**config.mk**
```make
export PLATFORM = sky130hd
export DESIGN_NAME = serial_paralelo_rx
export DESIGN_NICKNAME = d
export VERILOG_FILES = /design/src/rtl/serial_paralelo_rx.sv
export SDC_FILE = /design/constraint.sdc
export NUM_CORES = 1
export LEC_CHECK = 0
export BUFFER_PORTS_ARGS = -buffer_cell sky130_fd_sc_hd__buf_4
export CAP_MARGIN = 40
export CORE_MARGIN = 2
export CORE_UTILIZATION = 25
export CTS_CLUSTER_SIZE = 28
export DETAILED_ROUTE_END_ITERATION = 8
export GPL_TIMING_DRIVEN = 0
export MAX_ROUTING_LAYER = met4
export PLACE_DENSITY = 0.51
export SLEW_MARGIN = 20
export SYNTH_ARGS = -nofsm -noshare
export SYNTH_HDL_FRONTEND = slang
export SYNTH_SLANG_ARGS = --single-unit
```
**constraint.sdc**
```tcl
create_clock -name clk_8f -period 2.99 [get_ports clk_8f]
set_input_delay 0.598 -clock clk_8f [delete_from_list [all_inputs] [get_ports clk_8f]]
set_output_delay 0.598 -clock clk_8f [all_outputs]
set_load 0.05 [all_outputs]
```
**src/rtl/serial_paralelo_rx.sv**
```systemverilog
// serial_paralelo_rx
//   Receive-side deserializer on the clk_8f bit-clock domain. Shifts the
//   registered serial stream in MSB-first and hunts for the comma symbol
//   COM_SYMBOL at any bit offset. After LOCK_COUNT consecutive byte-aligned
//   commas the link is declared active, and one aligned symbol is then
//   presented every 8 clocks with a single-cycle valid_out strobe. The comma
//   that completes lock is not output.
//
//   Parameters:
//     COM_SYMBOL  comma used for alignment (non-zero)
//     LOCK_COUNT  consecutive aligned commas needed to go active (>= 1)
//
//   Ports:
//     clk_8f     in   bit clock, all logic on the rising edge
//     reset      in   synchronous, active-high
//     data_in    in   serial bit, one per clk_8f, MSB first
//     data_out   out  [7:0] last aligned symbol
//     valid_out  out  one-cycle strobe, data_out holds a new symbol
//     active     out  high while locked (ACTIVE)
//
//   Build option:
//     RX_COM_STRIP_EN  when defined, boundary symbols equal to COM_SYMBOL are
//                      not strobed while active; data_out keeps its value.

module serial_paralelo_rx #(
    parameter logic [7:0] COM_SYMBOL = 8'hBC,
    parameter int         LOCK_COUNT = 4
) (
    input  logic       clk_8f,
    input  logic       reset,
    input  logic       data_in,
    output logic [7:0] data_out,
    output logic       valid_out,
    output logic       active
);

    localparam int CW = (LOCK_COUNT < 1) ? 1 : $clog2(LOCK_COUNT + 1);
    localparam logic [CW-1:0] LOCK_N = CW'(LOCK_COUNT);

    typedef enum logic [1:0] {
        SEARCH = 2'd0,
        ALIGN  = 2'd1,
        ACTIVE = 2'd2
    } state_t;

    state_t        state, state_n;
    logic [7:0]    sr;
    logic [2:0]    bit_cnt, bit_cnt_n;
    logic [CW-1:0] com_cnt, com_cnt_n;
    logic [7:0]    data_out_n;
    logic          valid_n;
    logic [7:0]    w;
    logic          is_com;
    logic [CW-1:0] com_inc;

    // Candidate symbol for this edge: the seven stored bits plus the bit
    // being sampled now.
    assign w       = {sr[6:0], data_in};
    assign is_com  = (w == COM_SYMBOL);
    assign com_inc = com_cnt + CW'(1);
    assign active  = (state == ACTIVE);

    always_ff @(posedge clk_8f) begin
        if (reset) begin
            state     <= SEARCH;
            sr        <= '0;
            bit_cnt   <= '0;
            com_cnt   <= '0;
            data_out  <= '0;
            valid_out <= 1'b0;
        end else begin
            state     <= state_n;
            sr        <= w;
            bit_cnt   <= bit_cnt_n;
            com_cnt   <= com_cnt_n;
            data_out  <= data_out_n;
            valid_out <= valid_n;
        end
    end

    always_comb begin
        state_n    = state;
        bit_cnt_n  = bit_cnt;
        com_cnt_n  = com_cnt;
        data_out_n = data_out;
        valid_n    = 1'b0;

        unique case (state)
            SEARCH: begin
                if (is_com) begin
                    // The matching edge becomes bit position 7, so the next
                    // sampled bit starts a fresh symbol at bit_cnt 0.
                    bit_cnt_n = '0;
                    com_cnt_n = CW'(1);
                    state_n   = (LOCK_COUNT == 1) ? ACTIVE : ALIGN;
                end
            end

            ALIGN: begin
                bit_cnt_n = bit_cnt + 3'd1;
                if (bit_cnt == 3'd7) begin
                    if (is_com) begin
                        com_cnt_n = com_inc;
                        if (com_inc == LOCK_N) begin
                            state_n = ACTIVE;
                        end
                    end else begin
                        // A broken run restarts the hunt from the next edge;
                        // this edge is deliberately not re-tested for a match.
                        com_cnt_n = '0;
                        state_n   = SEARCH;
                    end
                end
            end

            ACTIVE: begin
                bit_cnt_n = bit_cnt + 3'd1;
                if (bit_cnt == 3'd7) begin
`ifdef RX_COM_STRIP_EN
                    if (!is_com) begin
                        data_out_n = w;
                        valid_n    = 1'b1;
                    end
`else
                    data_out_n = w;
                    valid_n    = 1'b1;
`endif
                end
            end

            default: begin
                state_n = SEARCH;
            end
        endcase
    end

endmodule

```
==> impl_metrics.yaml, run 1 <==
die:
  chipWidth_um: 69.2
  start_util: 0.262
  io_pins: 13
  core-area_um2: 4060
  die_height_um: 69.2
  placement_rows: 23
  dieArea_um2: 4790
cells_and_area:
  area.growth.synth_to_final_pct: 20.4
  nNetsFinal: 140
  stdcell_count: 178
  num-fill-cells: 423
  fin_util: 0.315
  area.sequential_um2: 480
  multi_input_comb_area_um2: 553
  insertedDiodeCount: 0
  post_route_cells_drive_above_1_share: 0.156
clocking:
  clk_latency_ps: 270
  cts_root_buf: "sky130_fd_sc_hd__clkbuf_8"
  cts_repair_resize_count: 0
  clock_sink_count: 24
  clkSlewWorstSetupHoldPaths_ps: 90
  htree_num_levels: 1
  cts_hold_repair.buffers: 0
  post_cts_buffers: 0
  cts_max_path_buffers: 2
  cts_tree: "built"
  tritoncts.num_buffers: 3
route:
  vias: 875
  antenna_left: 0
  dr.first_iter.drc_count: 26
  detail_route.vias_per_cell: 4.92
  first_pass_iters: 4
  wl_per_cell_um: 13.0
  detail_route.drc_violations: 0
  finalWirelength_um: 2310
logic_synthesis:
  number_of_flops_mapped_to_enable_cells_by_yosys: 0
  avgSynthCellArea_um2: 9.41
  yosys_most_used_dff: "sky130_fd_sc_hd__dfxtp_1"
  netlist_top_cells_count: "24 x sky130_fd_sc_hd__dfxtp_1, 14 x sky130_fd_sc_hd__a21oi_1, 10 x sky130_fd_sc_hd__nand2_1, 10 x sky130_fd_sc_hd__nand3_1, 8 x sky130_fd_sc_hd__ha_1"
  yosys.cell_types.count: 29
  synth.top_cells.by_area: "sky130_fd_sc_hd__dfxtp_1 45%, sky130_fd_sc_hd__ha_1 9.4%, sky130_fd_sc_hd__a21oi_1 6.6%, sky130_fd_sc_hd__nand3_1 4.7%, sky130_fd_sc_hd__nor2b_1 4.1%"
  async_flop_share: 0
  synth.yosys.warnings: 0
  post_synth_top_area_cell: "sky130_fd_sc_hd__dfxtp_1"
  post-synth-top-count-cell: "sky130_fd_sc_hd__dfxtp_1"
  synth_seq_area_share: 0.452
  synth-seq-cells: 24
  synth.net_count: 124
  yosys.area.top_type_share: 0.452
  netlist_instances: 113
  syn-cell-area_um2: 1060
sta:
  final_period_minus_worst_setup_slack_ps: 1800
  worstMarginPinSlew_ps: 542
  final_hold_viol_count: 0
  relative_max_transition_margin: 0.639
  setup_slack_ps: 1190
  min_period_over_period: 0.602
  final.hold.worst_slack_ps: 459
  fin_setup_tns_ps: 0
  setup_repair_after_global_routing_missed_its_margin: "false"
  setup_violations: 0
  final_slew_violations: 0
  fmax_ghz: 0.556
  finalClockSkew_ps: 4.02
setup_path:
  worstPathBufferInverterCount: 2
  cp_slowest_cell: "sky130_fd_sc_hd__dfxtp_1"
  type_of_the_worst_setup_path: "register to output port"
  r2r_setup_slack_ps: 1240
  crit_chain: "inv_1 -> ha_1 -> buf_4"
  worst-endpoint-arrival_ps: 1200
  critical_path_peak_fanout: 4
  cp.required_ps: 2390
  timing.critical_path.to_type: "output port"
  critical-path-max-stage-delay_ps: 330
  crit_family: "buffers and inverters"
  setup.worst_path.start_class: "register"
grt:
  vias_in_the_first_global_route: 907
  grt_pass1_wl_um: 4060
  grt_start_max_net_pins: 15
  gr-total-overflow: 0
  grt_antenna_before_repair: 0
  grt_util_all_layers: 0.105
placed_design:
  gpl.final_weighted_congestion: 0.786
  detailed_place_hpwl_um: 1650
  portBuffers: 11
  dpl.cell_count: 174
  dpl_worst_slack_ps: 1160
power_and_ir_drop:
  power.static_leakage_nw: 0.467
  power_per_cell_area_nw_per_um2: 485
  ir_drop_mv: 0.135
run:
  cap_viol_max_count: 0
worst_hold_path:
  timing.hold.worst.class: "register to register"
status:
  status: "completed"
## tightest hold or removal path: cells and delay by family, from the launching register on
kind             cells  cell delay [ps]
flip-flops           1              320
AND/OR/NAND/NOR      1               50
AO/OA/AOI/OAI        1               50
## placed cells by master (no fill, tap or decap), types with 2 or more instances in the layout
cell type	count
sky130_fd_sc_hd__nor3_2	2
sky130_fd_sc_hd__inv_1	3
sky130_fd_sc_hd__a21oi_1	14
sky130_fd_sc_hd__o31ai_1	2
sky130_fd_sc_hd__clkbuf_8	3
sky130_fd_sc_hd__o21ai_0	3
sky130_fd_sc_hd__nor2b_1	7
sky130_fd_sc_hd__dfxtp_1	24
sky130_fd_sc_hd__mux2i_1	2
sky130_fd_sc_hd__nor4_1	2
sky130_fd_sc_hd__o21ai_1	2
sky130_fd_sc_hd__nand2b_1	2
sky130_fd_sc_hd__nand3_1	10
sky130_fd_sc_hd__nand2_1	10
sky130_fd_sc_hd__ha_1	8
sky130_fd_sc_hd__nand4b_1	2
sky130_fd_sc_hd__nor2_1	4
sky130_fd_sc_hd__clkbuf_1	4
sky130_fd_sc_hd__buf_4	11
## cell families after synthesis
kind of cell | after synthesis | synth area share
simple gates | 44 | 0.242
compound gates | 26 | 0.156
flops | 24 | 0.452
buf+inv | 8 | 0.0282
fa+ha+maj | 8 | 0.0941
mux | 2 | 0.0188
xor+xnor | 1 | 0.00824
## layer usage
layer | share of wire | track usage | vias to the layer above | routed length [µm]
met5 | 0 | - | - | 0
met4 | 0.029 | 0.0610 | 0 | 68
met3 | 0.014 | 0.0145 | 6 | 32
met2 | 0.51 | 0.183 | 7 | 1170
met1 | 0.45 | 0.114 | 427 | 1040
li1 | - | - | 435 | -
## cell type report
| type | instances | share of cell area |
|---|---|---|
| Timing Repair Buffer | 11 | 0.0645 |
| Sequential cell | 24 | 0.375 |
| Clock inverter | 1 | 0.0235 |
| Multi-Input combinational cell | 81 | 0.432 |
| Tap cell | 50 | 0.0489 |
| Clock buffer | 3 | 0.0323 |
| Buffer | 5 | 0.0147 |
| Inverter | 3 | 0.00880 |
## report_power, final
group / internal, mW / switching (mW)
clock network: 0.179 / 0.108
logic: 0.00417 / 0.00741
registers: 0.321 / 0.00175
## registers in the layout, summed over array words and instances, names as in the netlist
register and count:
data_out 8, sr 7, bit_cnt 3, com_cnt 3, state 2, valid_out 1
## final timing paths
path | startpoint | end | cells after the start
max | state[0] | active | 3
min | data_out[7] | data_out[7] | 2
max reg2reg | state[0] | data_out[5] | 6
min reg2reg | data_out[7] | data_out[7] | 2
## metrics by stage
stage          instance area [µm²]  power, mW
4_1_cts                       1280      0.627
5_1_grt                       1280      0.642
2_1_floorplan                 1060      0.338
6_report                      1280      0.621
3_5_place_dp                  1210      0.343
3_3_place_gp                  1210      0.342
Power figures use the tool's default switching activity.
==> run 2, diff against run 1 <==
clock period = 1.7 ns   (was 2.99 ns; I/O delays follow)
==> run 2 against run 1 <==
First-iteration DRC count unchanged. Critical path depth is 3 higher. Non-clock buffer count unchanged. Global-route usage decreased by 0.21 points. Clock power grew 77%. Cell area increased by 1.4%. Sequential cell count did not move. Cell count did not move. Power is 76% higher.
==> impl_metrics.yaml, run 2 (synthesis gave the netlist of run 1 again) <==
die:
  placement_rows: 23
  dieArea_um2: 4790
  io_pins: 13
  chipWidth_um: 69.2
  core-area_um2: 4060
  die_height_um: 69.2
  start_util: 0.262
cells_and_area:
  stdcell_count: 178
  post_route_cells_drive_above_1_share: 0.180
  area.growth.synth_to_final_pct: 22.0
  layout.cells.most_common_list: "23 x sky130_fd_sc_hd__dfxtp_1, 14 x sky130_fd_sc_hd__a21oi_1, 11 x sky130_fd_sc_hd__buf_4"
  largest_register_ffs: 8
  insertedDiodeCount: 0
  regMostFlops: "data_out"
  top_regs: "data_out (8), sr (7)"
  final_common_cell: "sky130_fd_sc_hd__dfxtp_1"
  nNetsFinal: 140
  final_cell_area_um2: 1300
power_and_ir_drop:
  share_of_total_power_in_the_clock_network: 0.462
  sequentialPowerShare: 0.519
  ir_drop_mv: 0.268
  total_power_mw: 1.09
  power.static_leakage_nw: 0.472
  cellInternalPower_mw: 0.888
  power_per_cell_area_nw_per_um2: 844
  comb_power_share: 0.019
  p_sw_frac: 0.189
  total_switching_power_mw: 0.207
grt:
  gr-total-overflow: 0
  grt_pass1_wl_um: 3950
  grt_antenna_before_repair: 0
  grt_util_all_layers: 0.103
  vias_in_the_first_global_route: 848
  grt_start_max_net_pins: 15
run:
  cap_viol_max_count: 0
setup_path:
  critical-path-max-stage-delay_ps: 340
  type_of_the_worst_setup_path: "register to register"
  timing.critical_path.to_type: "register"
  path_common_cell: "sky130_fd_sc_hd__inv_1"
  critical_path_peak_fanout: 5
  cp.required_ps: 1850
  worstPathBufferInverterCount: 2
  crit_family: "flip-flops"
  setup.worst_path.start_class: "register"
  cp_slowest_cell: "sky130_fd_sc_hd__dfxtp_1"
  worst-endpoint-arrival_ps: 1730
  crit_chain: "inv_1 -> ha_1 -> inv_1 -> nor3_2 -> a2111oi_4 -> mux2i_1"
sta:
  min_period_over_period: 0.924
  final_hold_viol_count: 0
  finalClockSkew_ps: 1.75
  relative_max_transition_margin: 0.645
  worstMarginPinSlew_ps: 533
  setup_violations: 0
  final_period_minus_worst_setup_slack_ps: 1570
  setup_slack_ps: 129
  final_slew_violations: 0
  fmax_ghz: 0.636
  setup_repair_after_global_routing_missed_its_margin: "false"
  fin_setup_tns_ps: 0
clocking:
  clkSlewWorstSetupHoldPaths_ps: 90
  tritoncts.num_buffers: 3
  htree_num_levels: 1
  cts_tree: "built"
  clock_sink_count: 24
  post_cts_buffers: 0
  clk_latency_ps: 270
  cts_root_buf: "sky130_fd_sc_hd__clkbuf_8"
  cts_max_path_buffers: 2
placed_design:
  dpl.cell_count: 174
  gpl.final_weighted_congestion: 0.782
  portBuffers: 11
  detailed_place_hpwl_um: 1640
  placement.cell_area_um2: 1210
  dpl_worst_slack_ps: -13.4
route:
  dr.first_iter.drc_count: 26
  detail_route.drc_violations: 0
  antenna_left: 0
  first_pass_iters: 5
  vias: 857
  finalWirelength_um: 2260
  wl_per_cell_um: 12.7
  detail_route.vias_per_cell: 4.81
status:
  status: "completed"
worst_hold_path:
  timing.hold.worst.class: "primary input to register"
run 2: path summary, 6_finish.rpt:
| path | depth (start not counted) | slack, ps | startpoint | end |
|---|---|---|---|---|
| hold reg to reg | 2 | 460 | data_out[7] | data_out[7] |
| setup / recovery | 6 | 130 | state[1] | state[0] |
| setup reg to reg | 6 | 130 | state[1] | state[0] |
| hold / removal | 2 | 340 | data_in | sr[0] |
run 2: layout make-up:
class,count,area [µm²]
Inverter,3,11.3
Tap cell,50,62.6
Clock buffer,3,41.3
Clock inverter,1,30.0
Sequential cell,24,482
Multi-Input combinational cell,81,568
Timing Repair Buffer,11,82.6
Fill cell,421,2760
Buffer,5,20.0
run 2: metrics by stage:
step,util,hold slack (ps)
floorplan,-,452
global placement,0.298,448
detailed placement,0.298,447
CTS,0.316,324
global route,0.320,345
finish,0.320,335
run 2: power groups by stage:
stage / combinational, mW / sequential (mW) / clock, mW
2_1_floorplan: 0.0131 / 0.581 / 0
3_5_place_dp: 0.0204 / 0.582 / 0
4_1_cts: 0.0211 / 0.569 / 0.518
6_report: 0.0205 / 0.568 / 0.506
5_1_grt: 0.0233 / 0.569 / 0.536
3_3_place_gp: 0.0201 / 0.581 / 0
run 2: worst register-to-register path, cell delays in order, from the launching register on:
cell and delay, ps:
sky130_fd_sc_hd__dfxtp_1 340, sky130_fd_sc_hd__inv_1 120, sky130_fd_sc_hd__ha_1 280, sky130_fd_sc_hd__inv_1 110, sky130_fd_sc_hd__nor3_2 340, sky130_fd_sc_hd__a2111oi_4 130
sky130_fd_sc_hd__mux2i_1 140
run 2: per-layer routing:
| layer | global-route usage | share of wire | routed length (µm) | vias up |
|---|---|---|---|---|
| met1 | 0.117 | 0.45 | 1020 | 406 |
| met2 | 0.172 | 0.50 | 1130 | 10 |
| met4 | 0.0588 | 0.031 | 70 | 0 |
| met5 | - | 0 | 0 | - |
| li1 | - | - | - | 434 |
| met3 | 0.0160 | 0.018 | 40 | 7 |
run 2: what timing repair did:
action / 4_1_cts / 5_1_grt
hold buffers: 0 / 0
cloned: 0 / 0
endpoints found under the setup margin: 8 / 1
pin swaps: 0 / 0
resized for setup: 1 / 2
==> run 3, diff against run 2 <==
CORE_UTILIZATION = 35   (was 25)
PLACE_DENSITY = 0.63   (was 0.51)
==> run 3 against run 2 <==
Via count grew 3.2%. Fmax shrank 0.94%. Power shrank 8.5%. Critical path depth shrank 1. Setup slack lost 15 ps. Hold slack lost 70 ps. Cell count shrank 9.6%. Clock skew grew 0.94 ps. Register-to-register slack is essentially flat. Sequential cell count is the same. Wire length grew 1.3%.
==> impl_metrics.yaml, run 3 (synthesis gave the netlist of run 1 again) <==
status:
  status: "completed"
cells_and_area:
  insertedDiodeCount: 0
  nNetsFinal: 140
  largest_register_ffs: 8
  post_route_cells_drive_above_1_share: 0.195
  fin_util: 0.419
  area.growth.synth_to_final_pct: 17.4
  layout.cells.most_common_list: "23 x sky130_fd_sc_hd__dfxtp_1, 14 x sky130_fd_sc_hd__a21oi_1, 11 x sky130_fd_sc_hd__buf_4"
  final_common_cell: "sky130_fd_sc_hd__dfxtp_1"
  top_regs: "data_out (8), sr (7)"
  regMostFlops: "data_out"
sta:
  relative_max_transition_margin: 0.659
  setup_slack_ps: 114
  worstMarginPinSlew_ps: 512
  final_period_minus_worst_setup_slack_ps: 1590
  fmax_ghz: 0.630
  min_period_over_period: 0.933
  fin_setup_tns_ps: 0
  final_slew_violations: 0
  setup_violations: 0
  setup_repair_after_global_routing_missed_its_margin: "false"
  finalClockSkew_ps: 2.68
  final_hold_viol_count: 0
  final.hold.worst_slack_ps: 266
clocking:
  cts_root_buf: "sky130_fd_sc_hd__clkbuf_4"
  clk_latency_ps: 320
  htree_num_levels: 1
  clock_sink_count: 24
  cts_hold_repair.buffers: 0
  clkSlewWorstSetupHoldPaths_ps: 130
  tritoncts.num_buffers: 3
  cts_tree: "built"
  cts_max_path_buffers: 2
die:
  dieArea_um2: 3500
  chipWidth_um: 59.1
  placement_rows: 20
  die_height_um: 59.1
  start_util: 0.357
  core-area_um2: 2980
  io_pins: 13
grt:
  gr-total-overflow: 0
  vias_in_the_first_global_route: 896
  grt_util_all_layers: 0.149
  grt_start_max_net_pins: 15
  grt_pass1_wl_um: 3910
  grt_antenna_before_repair: 0
setup_path:
  rr_startpoint: "state[0]"
  cp_slowest_cell: "sky130_fd_sc_hd__dfxtp_1"
  r2r_setup_slack_ps: 110
  crit_family: "compound AO/OA/AOI/OAI gates"
  critical-path-max-stage-delay_ps: 380
  crit_chain: "inv_1 -> ha_1 -> a21boi_2 -> a2111oi_2 -> mux2i_1"
  worst-endpoint-arrival_ps: 1850
  timing.reg2reg.worst_path_depth: 5
  critical_path_peak_fanout: 8
  type_of_the_worst_setup_path: "register to register"
  setup.worst_path.start_class: "register"
  worst_setup_path_startpoint: "state[0]"
  worstPathBufferInverterCount: 1
  timing.rr.end: "state[0]"
  timing.critical_path.to_type: "register"
  cp.required_ps: 1960
power_and_ir_drop:
  sequentialPowerShare: 0.568
  total_switching_power_mw: 0.190
  p_sw_frac: 0.189
  power_per_cell_area_nw_per_um2: 802
  comb_power_share: 0.020
  ir_drop_mv: 0.332
  power.static_leakage_nw: 0.465
  total_power_mw: 1.00
  cellInternalPower_mw: 0.812
  share_of_total_power_in_the_clock_network: 0.411
route:
  detail_route.drc_violations: 0
  wl_per_cell_um: 14.2
  vias: 884
  first_pass_iters: 4
  antenna_left: 0
  dr.first_iter.drc_count: 30
  detail_route.vias_per_cell: 5.49
  finalWirelength_um: 2290
worst_hold_path:
  hold-path-cell-count: 2
  timing.hold.worst.class: "primary input to register"
  hold_path_startpoint: "data_in"
  timing.hold.worst_endpoint: "sr[0]"
placed_design:
  dpl_worst_slack_ps: 5.09
  portBuffers: 11
  gpl.final_weighted_congestion: 0.783
  detailed_place_hpwl_um: 1690
run:
  cap_viol_max_count: 0
[run 3: worst register-to-register path: cells and delay by family (launching register included)]
kind / cells / cell delay (ps)
mux: 1 / 210
buf+inv: 1 / 90
flops: 1 / 380
fa+ha+maj: 1 / 260
compound gates: 2 / 580
[run 3: stage by stage]
| step | area (µm²) | cells |
|---|---|---|
| CTS | 1240 | 161 |
| detailed placement | 1190 | 157 |
| floorplan | 1070 | 113 |
| global route | 1250 | 161 |
| global placement | 1190 | 157 |
| finish | 1250 | 161 |
[run 3: cell type report]
type	count	area, µm²
well taps	33	41.3
clock inverters	1	30.0
plain buffers	5	21.3
inverters	3	11.3
flip-flops and latches	24	482
repair buffers	11	82.6
multi-input cells	81	558
fillers	290	1730
clock buffers	3	22.5
[run 3: timing repair]
| action | in CTS | in global routing |
|---|---|---|
| gates cloned | 0 | 0 |
| gates resized for setup | 1 | 4 |
| pin swaps | 0 | 0 |
| buffers inserted | 0 | 0 |
| setup endpoints to repair | 1 | 2 |
[run 3: worst max path at each step]
stage	depth (start not counted)	end	slack [ps]
finish	5	state[0]	110
global route	5	state[0]	7
CTS	5	state[0]	40
detailed placement	6	data_out[4]	5
global placement	6	data_out[1]	60
floorplan	6	data_out[0]	120
[run 3: power by group through the flow]
stage / Sequential [mW] / Combinational [mW] / Clock (mW)
3_3_place_gp: 0.581 / 0.0199 / 0
3_5_place_dp: 0.582 / 0.0204 / 0
6_report: 0.569 / 0.0203 / 0.412
5_1_grt: 0.570 / 0.0225 / 0.434
2_1_floorplan: 0.581 / 0.0131 / 0
4_1_cts: 0.569 / 0.0204 / 0.420
[run 3: metal layers]
layer,global-route usage,share of wire
met1,0.170,0.44
met2,0.260,0.52
met3,0.0131,0.014
met4,0.0747,0.019
met5,-,0
